$ cat src/rtl/dsram_pkg.sv
// rtl/dsram_pkg.sv - shared constants for the data SRAM arbiter
package dsram_pkg;
    localparam logic PORT0              = 1'b0;
    localparam logic PORT1              = 1'b1;
    localparam int   DSRAM_NPORT        = 2;
    localparam int   DSRAM_STARVE_LIMIT = 4;
    localparam int   STARVE_W           = 4;
endpackage

$ cat src/rtl/dsram_arbiter_if.sv
// rtl/dsram_arbiter_if.sv - requester-side port bundle of the data SRAM arbiter
interface dsram_arbiter_if #(
    parameter int ADDR_W = 32,
    parameter int DATA_W = 32
);
    logic              req;
    logic [3:0]        we;
    logic [ADDR_W-1:0] addr;
    logic [DATA_W-1:0] wdata;
    logic              gnt;
    logic              rvalid;
    logic [DATA_W-1:0] rdata;
    logic              rready;

    modport master (output req, we, addr, wdata, rready, input gnt, rvalid, rdata);
    modport slave  (input req, we, addr, wdata, rready, output gnt, rvalid, rdata);
endinterface

$ cat src/rtl/dsram_resp_buf.sv
// rtl/dsram_resp_buf.sv - one-entry read response buffer for one requester
module dsram_resp_buf #(
    parameter int DATA_W = 32
) (
    input  logic              clk,
    input  logic              rst,
    input  logic              in_valid,
    input  logic [DATA_W-1:0] in_data,
    input  logic              out_ready,
    output logic              out_valid,
    output logic [DATA_W-1:0] out_data,
    output logic              full
);
    logic              full_q, full_d;
    logic [DATA_W-1:0] data_q, data_d;

    // The arbiter never issues a read to a port whose buffer is full, so
    // in_valid and full_q are never high together.
    always_comb begin
        full_d = full_q;
        data_d = data_q;
        if (full_q) begin
            if (out_ready) full_d = 1'b0;
        end else if (in_valid && !out_ready) begin
            full_d = 1'b1;
            data_d = in_data;
        end
    end

    always_ff @(posedge clk or posedge rst) begin
        if (rst) begin
            full_q <= 1'b0;
            data_q <= '0;
        end else begin
            full_q <= full_d;
            data_q <= data_d;
        end
    end

    assign out_valid = full_q | in_valid;
    assign out_data  = full_q ? data_q : (in_valid ? in_data : '0);
    assign full      = full_q;
endmodule

$ cat src/rtl/dsram_arbiter.sv
// rtl/dsram_arbiter.sv - two-port arbiter in front of the single-port data SRAM
module dsram_arbiter
    import dsram_pkg::*;
#(
    parameter int ADDR_W       = 32,
    parameter int DATA_W       = 32,
    parameter int STARVE_LIMIT = DSRAM_STARVE_LIMIT
) (
    input  logic              clk,
    input  logic              rst,
    dsram_arbiter_if.slave    p0,
    dsram_arbiter_if.slave    p1,
    output logic              data_sram_en,
    output logic [3:0]        data_sram_wen,
    output logic [ADDR_W-1:0] data_sram_addr,
    output logic [DATA_W-1:0] data_sram_wdata,
    input  logic [DATA_W-1:0] data_sram_rdata
);
    localparam logic [STARVE_W-1:0] LIMIT = STARVE_W'(STARVE_LIMIT);

    logic                inflight_vld_q, inflight_vld_d;
    logic                inflight_id_q, inflight_id_d;
    logic [STARVE_W-1:0] starve_cnt_q, starve_cnt_d;
    logic                resp0, resp1, full0, full1;
    logic                elig0, elig1, force1, gnt0, gnt1;
    logic                rvalid0, rvalid1;
    logic [DATA_W-1:0]   rdata0, rdata1;

    assign resp0 = inflight_vld_q && (inflight_id_q == PORT0);
    assign resp1 = inflight_vld_q && (inflight_id_q == PORT1);

    // A port may issue while its previous read returns only if it consumes that data now.
    assign elig0  = p0.req && !full0 && (!resp0 || p0.rready);
    assign elig1  = p1.req && !full1 && (!resp1 || p1.rready);
    assign force1 = elig1 && (starve_cnt_q == LIMIT);
    assign gnt1   = force1 || (elig1 && !elig0);
    assign gnt0   = elig0 && !force1;

    always_comb begin
        starve_cnt_d = starve_cnt_q;
        if (gnt1 || !p1.req) begin
            starve_cnt_d = '0;
        end else if (elig1 && starve_cnt_q != LIMIT) begin
            starve_cnt_d = starve_cnt_q + 1'b1;
        end
    end

    always_comb begin
        inflight_vld_d  = 1'b0;
        inflight_id_d   = PORT0;
        data_sram_en    = 1'b0;
        data_sram_wen   = 4'b0;
        data_sram_addr  = '0;
        data_sram_wdata = '0;
        if (gnt0) begin
            inflight_vld_d  = (p0.we == 4'b0);
            data_sram_en    = 1'b1;
            data_sram_wen   = p0.we;
            data_sram_addr  = p0.addr;
            data_sram_wdata = p0.wdata;
        end else if (gnt1) begin
            inflight_vld_d  = (p1.we == 4'b0);
            inflight_id_d   = PORT1;
            data_sram_en    = 1'b1;
            data_sram_wen   = p1.we;
            data_sram_addr  = p1.addr;
            data_sram_wdata = p1.wdata;
        end
    end

    always_ff @(posedge clk or posedge rst) begin
        if (rst) begin
            inflight_vld_q <= 1'b0;
            inflight_id_q  <= PORT0;
            starve_cnt_q   <= '0;
        end else begin
            inflight_vld_q <= inflight_vld_d;
            inflight_id_q  <= inflight_id_d;
            starve_cnt_q   <= starve_cnt_d;
        end
    end

    dsram_resp_buf #(.DATA_W(DATA_W)) u_buf0 (
        .clk(clk), .rst(rst), .in_valid(resp0), .in_data(data_sram_rdata),
        .out_ready(p0.rready), .out_valid(rvalid0), .out_data(rdata0), .full(full0)
    );

    dsram_resp_buf #(.DATA_W(DATA_W)) u_buf1 (
        .clk(clk), .rst(rst), .in_valid(resp1), .in_data(data_sram_rdata),
        .out_ready(p1.rready), .out_valid(rvalid1), .out_data(rdata1), .full(full1)
    );

    assign p0.gnt    = gnt0;
    assign p1.gnt    = gnt1;
    assign p0.rvalid = rvalid0;
    assign p1.rvalid = rvalid1;
    assign p0.rdata  = rdata0;
    assign p1.rdata  = rdata1;
endmodule
$ cat src/flat_wrapper.sv
// flat-port wrapper written by rule: the top's interface ports become plain ports
module dsram_arbiter_flat import dsram_pkg::*;
#(
    parameter int ADDR_W       = 32,
    parameter int DATA_W       = 32,
    parameter int STARVE_LIMIT = DSRAM_STARVE_LIMIT
)
  (clk, rst, data_sram_en, data_sram_wen, data_sram_addr, data_sram_wdata, data_sram_rdata, p0_req, p0_we, p0_addr, p0_wdata, p0_rready, p0_gnt, p0_rvalid, p0_rdata, p1_req, p1_we, p1_addr, p1_wdata, p1_rready, p1_gnt, p1_rvalid, p1_rdata);
  dsram_arbiter_if #(.ADDR_W(ADDR_W), .DATA_W(DATA_W)) p0_i ();
  dsram_arbiter_if #(.ADDR_W(ADDR_W), .DATA_W(DATA_W)) p1_i ();
  input  logic clk;
  input  logic rst;
  output logic data_sram_en;
  output logic [3:0] data_sram_wen;
  output logic [ADDR_W-1:0] data_sram_addr;
  output logic [DATA_W-1:0] data_sram_wdata;
  input  logic [DATA_W-1:0] data_sram_rdata;
  input wire logic [$bits(p0_i.req)-1:0] p0_req;
  input wire logic [$bits(p0_i.we)-1:0] p0_we;
  input wire logic [$bits(p0_i.addr)-1:0] p0_addr;
  input wire logic [$bits(p0_i.wdata)-1:0] p0_wdata;
  input wire logic [$bits(p0_i.rready)-1:0] p0_rready;
  output wire logic [$bits(p0_i.gnt)-1:0] p0_gnt;
  output wire logic [$bits(p0_i.rvalid)-1:0] p0_rvalid;
  output wire logic [$bits(p0_i.rdata)-1:0] p0_rdata;
  input wire logic [$bits(p1_i.req)-1:0] p1_req;
  input wire logic [$bits(p1_i.we)-1:0] p1_we;
  input wire logic [$bits(p1_i.addr)-1:0] p1_addr;
  input wire logic [$bits(p1_i.wdata)-1:0] p1_wdata;
  input wire logic [$bits(p1_i.rready)-1:0] p1_rready;
  output wire logic [$bits(p1_i.gnt)-1:0] p1_gnt;
  output wire logic [$bits(p1_i.rvalid)-1:0] p1_rvalid;
  output wire logic [$bits(p1_i.rdata)-1:0] p1_rdata;
  assign p0_i.req = p0_req;
  assign p0_i.we = p0_we;
  assign p0_i.addr = p0_addr;
  assign p0_i.wdata = p0_wdata;
  assign p0_i.rready = p0_rready;
  assign p0_gnt = p0_i.gnt;
  assign p0_rvalid = p0_i.rvalid;
  assign p0_rdata = p0_i.rdata;
  assign p1_i.req = p1_req;
  assign p1_i.we = p1_we;
  assign p1_i.addr = p1_addr;
  assign p1_i.wdata = p1_wdata;
  assign p1_i.rready = p1_rready;
  assign p1_gnt = p1_i.gnt;
  assign p1_rvalid = p1_i.rvalid;
  assign p1_rdata = p1_i.rdata;
  dsram_arbiter #(.ADDR_W(ADDR_W), .DATA_W(DATA_W), .STARVE_LIMIT(STARVE_LIMIT)) u_core (.clk(clk), .rst(rst), .p0(p0_i), .p1(p1_i), .data_sram_en(data_sram_en), .data_sram_wen(data_sram_wen), .data_sram_addr(data_sram_addr), .data_sram_wdata(data_sram_wdata), .data_sram_rdata(data_sram_rdata));
endmodule
$ cat config.mk
export PLATFORM = sky130hd
export DESIGN_NAME = dsram_arbiter_flat
export DESIGN_NICKNAME = d
export VERILOG_FILES = /design/src/rtl/dsram_pkg.sv /design/src/rtl/dsram_arbiter_if.sv /design/src/rtl/dsram_resp_buf.sv /design/src/rtl/dsram_arbiter.sv /design/src/flat_wrapper.sv
export SDC_FILE = /design/constraint.sdc
export NUM_CORES = 1
export LEC_CHECK = 0
export ABC_AREA = 1
export BUFFER_PORTS_ARGS = -buffer_cell sky130_fd_sc_hd__clkbuf_2
export CAP_MARGIN = 0
export CORE_AREA = 2 2 122 124
export CTS_BUF_LIST = sky130_fd_sc_hd__clkbuf_8
export DETAILED_ROUTE_END_ITERATION = 7
export DIE_AREA = 0 0 124 126
export PLACE_DENSITY = 0.75
export SLEW_MARGIN = 30
export SYNTH_ARGS = -nofsm -noshare
export SYNTH_HDL_FRONTEND = slang
export SYNTH_SLANG_ARGS = --single-unit
$ cat constraint.sdc
create_clock -name clk -period 1.95 [get_ports clk]
set_input_delay 0.0975 -clock clk [delete_from_list [all_inputs] [get_ports clk]]
set_output_delay 0.0975 -clock clk [all_outputs]
set_load 0.05 [all_outputs]
# Word-level counts from Yosys, hierarchy flattened
# Index checks and enable logic that the tools add are counted.
# totals
regBits	72
word_cells	68
# op_classes
n_bitwise	5
eq_ne	2
n_addsub	1
reduce_logical	30
muxes	23
# ops
cell	n
2-to-1 mux 32 bit	8
2-to-1 mux 4 bit	4
logical AND 1 bit	12
2-to-1 mux 1 bit	11
zero test 1 bit	9
zero test 4 bit	2
adder 4 x 1 -> 4 bit (second input constant)	1
equality test 4 x 3 -> 1 bit (second input constant)	1
logical OR 1 bit	4
inequality test 4 x 3 -> 1 bit (second input constant)	1
AND reduction 2 bit	2
inverter 1 bit	3
OR 1 bit	2
nonzero test 2 bit	1

# Depth between registers and ports, before layout
# depth
word_depth	10
ltp_mapped	10
ltp_nobuf	8

# Cells and area by module
# Synthesis repeated with hierarchy kept, for this count alone.
# unflattened
cells_unflattened	798
hier_area_um2	5256.3
# modules_own_cells
module	seq_area_each_um2	cells_per_inst	area_per_inst_um2	instances
dsram_resp_buf	825.8	253	1874.3	2
dsram_arbiter	150.1	292	1507.7	1

# Worst setup path before layout
# Ideal clock, no wire load.
# synth_timing
path_type	register to output
start	reg u_core.u_buf1.full_q (netlist: u_core.u_buf1.full)
end	out p1_rdata[23]
arrival_time_ns	2.037
required_time_ns	1.852
path_slack_ns	-0.184
stages_incl_launch_ff	6
cell_sequence	dfrtp_1 > buf_2 > clkinv_1 > clkbuf_1 > nand2_1 > o21ai_0
# synth_between
elab_chain_len	1
# synth_rtl
element	line_no	rtl
from (decl)	dsram_resp_buf.sv:14	logic full_q, full_d;
from (signal assigned)	dsram_resp_buf.sv:35	full_q <= full_d;
2-to-1 mux 32 bit	dsram_resp_buf.sv:41	assign out_data = full_q ? data_q : (in_valid ? in_data : '0);
to (decl)	flat_wrapper.sv:33	output wire logic [$bits(p1_i.rdata)-1:0] p1_rdata;
# No other way between the ends.

# Worst setup path in the final report
# layout_timing
start	reg u_core.starve_cnt_q[0]
end	out data_sram_wdata[13]
# layout_between
elab_chain_len	5
word_cells_on_any_way	7
cone_classes	eq/ne (1); mux (2); reduce/logical (4)
# layout_rtl
element	line_no	rtl
from (decl)	dsram_arbiter.sv:23	logic [STARVE_W-1:0] starve_cnt_q, starve_cnt_d;
from (signal assigned)	dsram_arbiter.sv:79	starve_cnt_q <= starve_cnt_d;
equality test 4 x 3 -> 1 bit (*)	dsram_arbiter.sv:35	assign force1 = elig1 && (starve_cnt_q == LIMIT);
logical AND 1 bit (*)	dsram_arbiter.sv:35	
logical OR 1 bit / zero test 1 bit (equally long branches)	dsram_arbiter.sv:36, dsram_arbiter.sv:37	
2-to-1 mux 32 bit / logical AND 1 bit (equally long branches)	dsram_arbiter.sv:61, dsram_arbiter.sv:37	
2-to-1 mux 32 bit (*)	dsram_arbiter.sv:55	if (gnt0) begin
to (decl)	flat_wrapper.sv:16	output logic [DATA_W-1:0] data_sram_wdata;
# Every way passes the cells marked *; elsewhere a longest branch is shown, timed or not.

==> impl_metrics.tcl <==
set metrics [dict create \
    cap_viol_max_count 0 \
    dp_hpwl_um 13600 \
    violations "setup timing" \
    worst-path-stages 10 \
    yosysTopAreaCell "dfrtp_1" \
    path_class "reg -> out" \
    grt_pass1_vias 5776 \
    synth_common_cells "nand2_1, o21ai_0, dfrtp_1" \
    clock_latency_ns 0.34 \
    critPathTopFamily "buffers and inverters" \
    synth_warnings 0 \
    wl_per_cell_um 16.1 \
    rows 44 \
    ioPinCount 311 \
    critical-path-max-stage-delay_ns 0.39 \
    worst_slack_ns -0.104 \
    end_kind "output port" \
    start_util_pct 32.2 \
    synth_area_leaders "dfrtp_1, nand2_1, o21ai_0" \
    yosysMostFrequentCell "nand2_1" \
    rsz0062_at_grt "true" \
    synthCells 739 \
    hold_class "in -> reg" \
    post-route-period-util_pct 105 \
    syn_to_final_growth_pct 72.1 \
    drc 0 \
    syn-cell-area_mm2 0.00461 \
    ys.flop_type "dfrtp_1" \
    grt_max_degree 65 \
    grt_pass1_wl_um 29100 \
    p_leak_uw 0.00449 \
    arrival_ns 1.96 \
    crit_chain "inv_2, ha_4, nand3_4, buf_4, o21ai_4, inv_4, buf_16, nand2_1, nand2_1, clkbuf_8" \
    initialDrtViolationCount 393 \
    worst-path-max-fanout 32 \
    synthArstFlopShare_pct 100 \
    power_density_mw_per_mm2 635 \
    hold_depth 4 \
    cp-start-kind "register" \
    cts.htree.levels 3 \
    min_period_ns 2.05 \
    place_congestion 0.891 \
    grt_usage_pct 23.9 \
    die_x_um 124 \
    worst_slew_pin_slew_ns 0.684 \
    routed_wl_um 20000 \
    clock-sinks 72 \
    via_count 5991 \
    synth-edff-count 0 \
    p_total_uw 5030 \
    drt_first_pass_iters 8 \
    nets 1231 \
    clockBufferDepth 2 \
    antenna_found_initial 4 \
    dieHeight_um 126 \
    yosysTopAreaCellShare_pct 39.1 \
    synth.avg_cell_area_um2 6.24 \
    setup_tns_ns -3.18 \
    crit_slowest_cell "dfrtp_1" \
    drive_gt1_share_pct 40.4 \
    worst_ep_required_time_ns 1.85 \
    dp_slack_ns 0.0820 \
    path_common_cell "nand2_1" \
    peakVddDrop_uv 333 \
    ys_types 21 \
    rr_worst_depth 6 \
    finClkSkew_ns 0.0113 \
    dieArea_mm2 0.0156 \
    status "complete, but fails checks" \
    cts_buffers 9 \
    vias_per_cell 4.82 \
    fillerInstances 1368 \
    grt_overflow 0 \
    hold_ws_ns 0.0317 \
    setup_viol_count_final 66 \
    stdcell_count 1243 \
    slew_headroom_pct 54.4 \
    synthesis.nets 915 \
    portBuffers 310 \
    cts_tree "done" \
    dp.cells 1208 \
    synth-seq-cells 72 \
    finalHoldViolations 0 \
    maxSlewViolCount 0 \
    root_buffer "clkbuf_8" \
    clk_pin_slew_ns 0.08 \
    path_buf_inv 5 \
    core-area_mm2 0.0143 \
    fmax_mhz 487 \
    ys_seq_area_share_pct 39.1 \
    postRouteAntennaNets 0 \
]
==> per-layer routing <==
metal	up-vias	global-route usage, %	routed length (um)
li1	2918	-	-
met2	284	39.9	9700
met4	6	7.80	703
met1	2724	29.1	7850
met3	59	7.70	1730
met5	-	0	41
==> cell families (layout without fill, tap and decap cells) <==
kind of cell / after synthesis / after routing / synth area share (%)
other: 0 / 1 / 0
buffers and inverters: 102 / 421 / 9.72
XOR/XNOR: 1 / 1 / 0.190
adder cells (fa/ha/maj): 2 / 2 / 0.543
AO/OA/AOI/OAI: 137 / 137 / 15.1
AND/OR/NAND/NOR: 425 / 425 / 35.3
flip-flops: 72 / 72 / 39.1
==> worst register-to-register path: stages, from the launching register on <==
cell and delay, ns:
dfrtp_1 0.41, inv_1 0.08, nand2_1 0.09, inv_1 0.11, nand3_2 0.25, buf_12 0.28, o21ai_0 0.23
==> sequential cells by signal, summed over array words and instances (netlist names) <==
signal and cells:
u_core.u_buf0.data_q 32, u_core.u_buf1.data_q 32, u_core.starve_cnt_q 4, u_core.inflight_id_q 1, u_core.inflight_vld_q 1, u_core.u_buf0.full 1, u_core.u_buf1.full 1
==> worst paths after layout <==
| path | end | slack [ns] | startpoint |
|---|---|---|---|
| max | data_sram_wdata[13] | -0.10 | u_core.starve_cnt_q[0] |
| min in group asynchronous | u_core.u_buf0.data_q[22] | 0.40 | rst |
| max reg2reg | u_core.u_buf0.data_q[8] | 0.42 | u_core.inflight_id_q |
| min | u_core.inflight_vld_q | 0.03 | p1_we[3] |
| min reg2reg | u_core.u_buf1.data_q[15] | 0.49 | u_core.u_buf1.data_q[15] |
| max in group asynchronous | u_core.u_buf0.data_q[1] | 0.89 | rst |
==> metrics by stage <==
step,utilization (%),cell area [um2]
floorplan,-,4610
global placement,47.1,6740
detailed placement,47.1,6740
CTS,52.8,7550
global route,55.4,7930
finish,55.4,7930
==> what timing repair did <==
action,4_1_cts,5_1_grt
hold buffers,3,0
pin swaps,2,12
gates resized for setup,131,68
setup endpoints to repair,70,72
cloned,3,8
setup buffers,2,4
hold endpoints to repair,32,0
==> layout make-up <==
type                    instances  area [um2]  area share (%)
clock inverters                 5        58.8           0.742
repair inverters                2        22.5           0.284
clock buffers                   9         124            1.56
inverters                      56         229            2.89
repair buffers                349        2870            36.1
multi-input cells             565        2590            32.7
flip-flops and latches         72        1800            22.7
well taps                     184         230            2.90
diodes                          1        2.50          0.0316
==> layout by cell type, fill, tap and decap left out, types with 3 or more instances in the layout <==
cell | Yosys | layout
clkbuf_16 | 0 | 4
dfrtp_1 | 72 | 71
nand2_4 | 1 | 5
dlygate4sd3_1 | 0 | 3
o21ai_0 | 129 | 71
inv_1 | 51 | 47
o21ai_1 | 5 | 59
buf_4 | 0 | 18
nand3_1 | 8 | 4
buf_6 | 6 | 4
buf_16 | 0 | 3
inv_2 | 3 | 4
nor2_1 | 7 | 6
o21ai_4 | 1 | 4
nand2_2 | 0 | 39
nand2_1 | 405 | 361
clkbuf_2 | 0 | 238
buf_8 | 0 | 15
clkbuf_8 | 0 | 41
buf_12 | 0 | 30
clkinvlp_4 | 0 | 3
==> report_power, final <==
part	switching (uW)	internal [uW]	total [uW]
Clock	563	579	1140
Sequential	135	1740	1870
Combinational	1200	817	2020
Total	1900	3130	5030
Note: power is estimated with default switching activity, not from simulation.
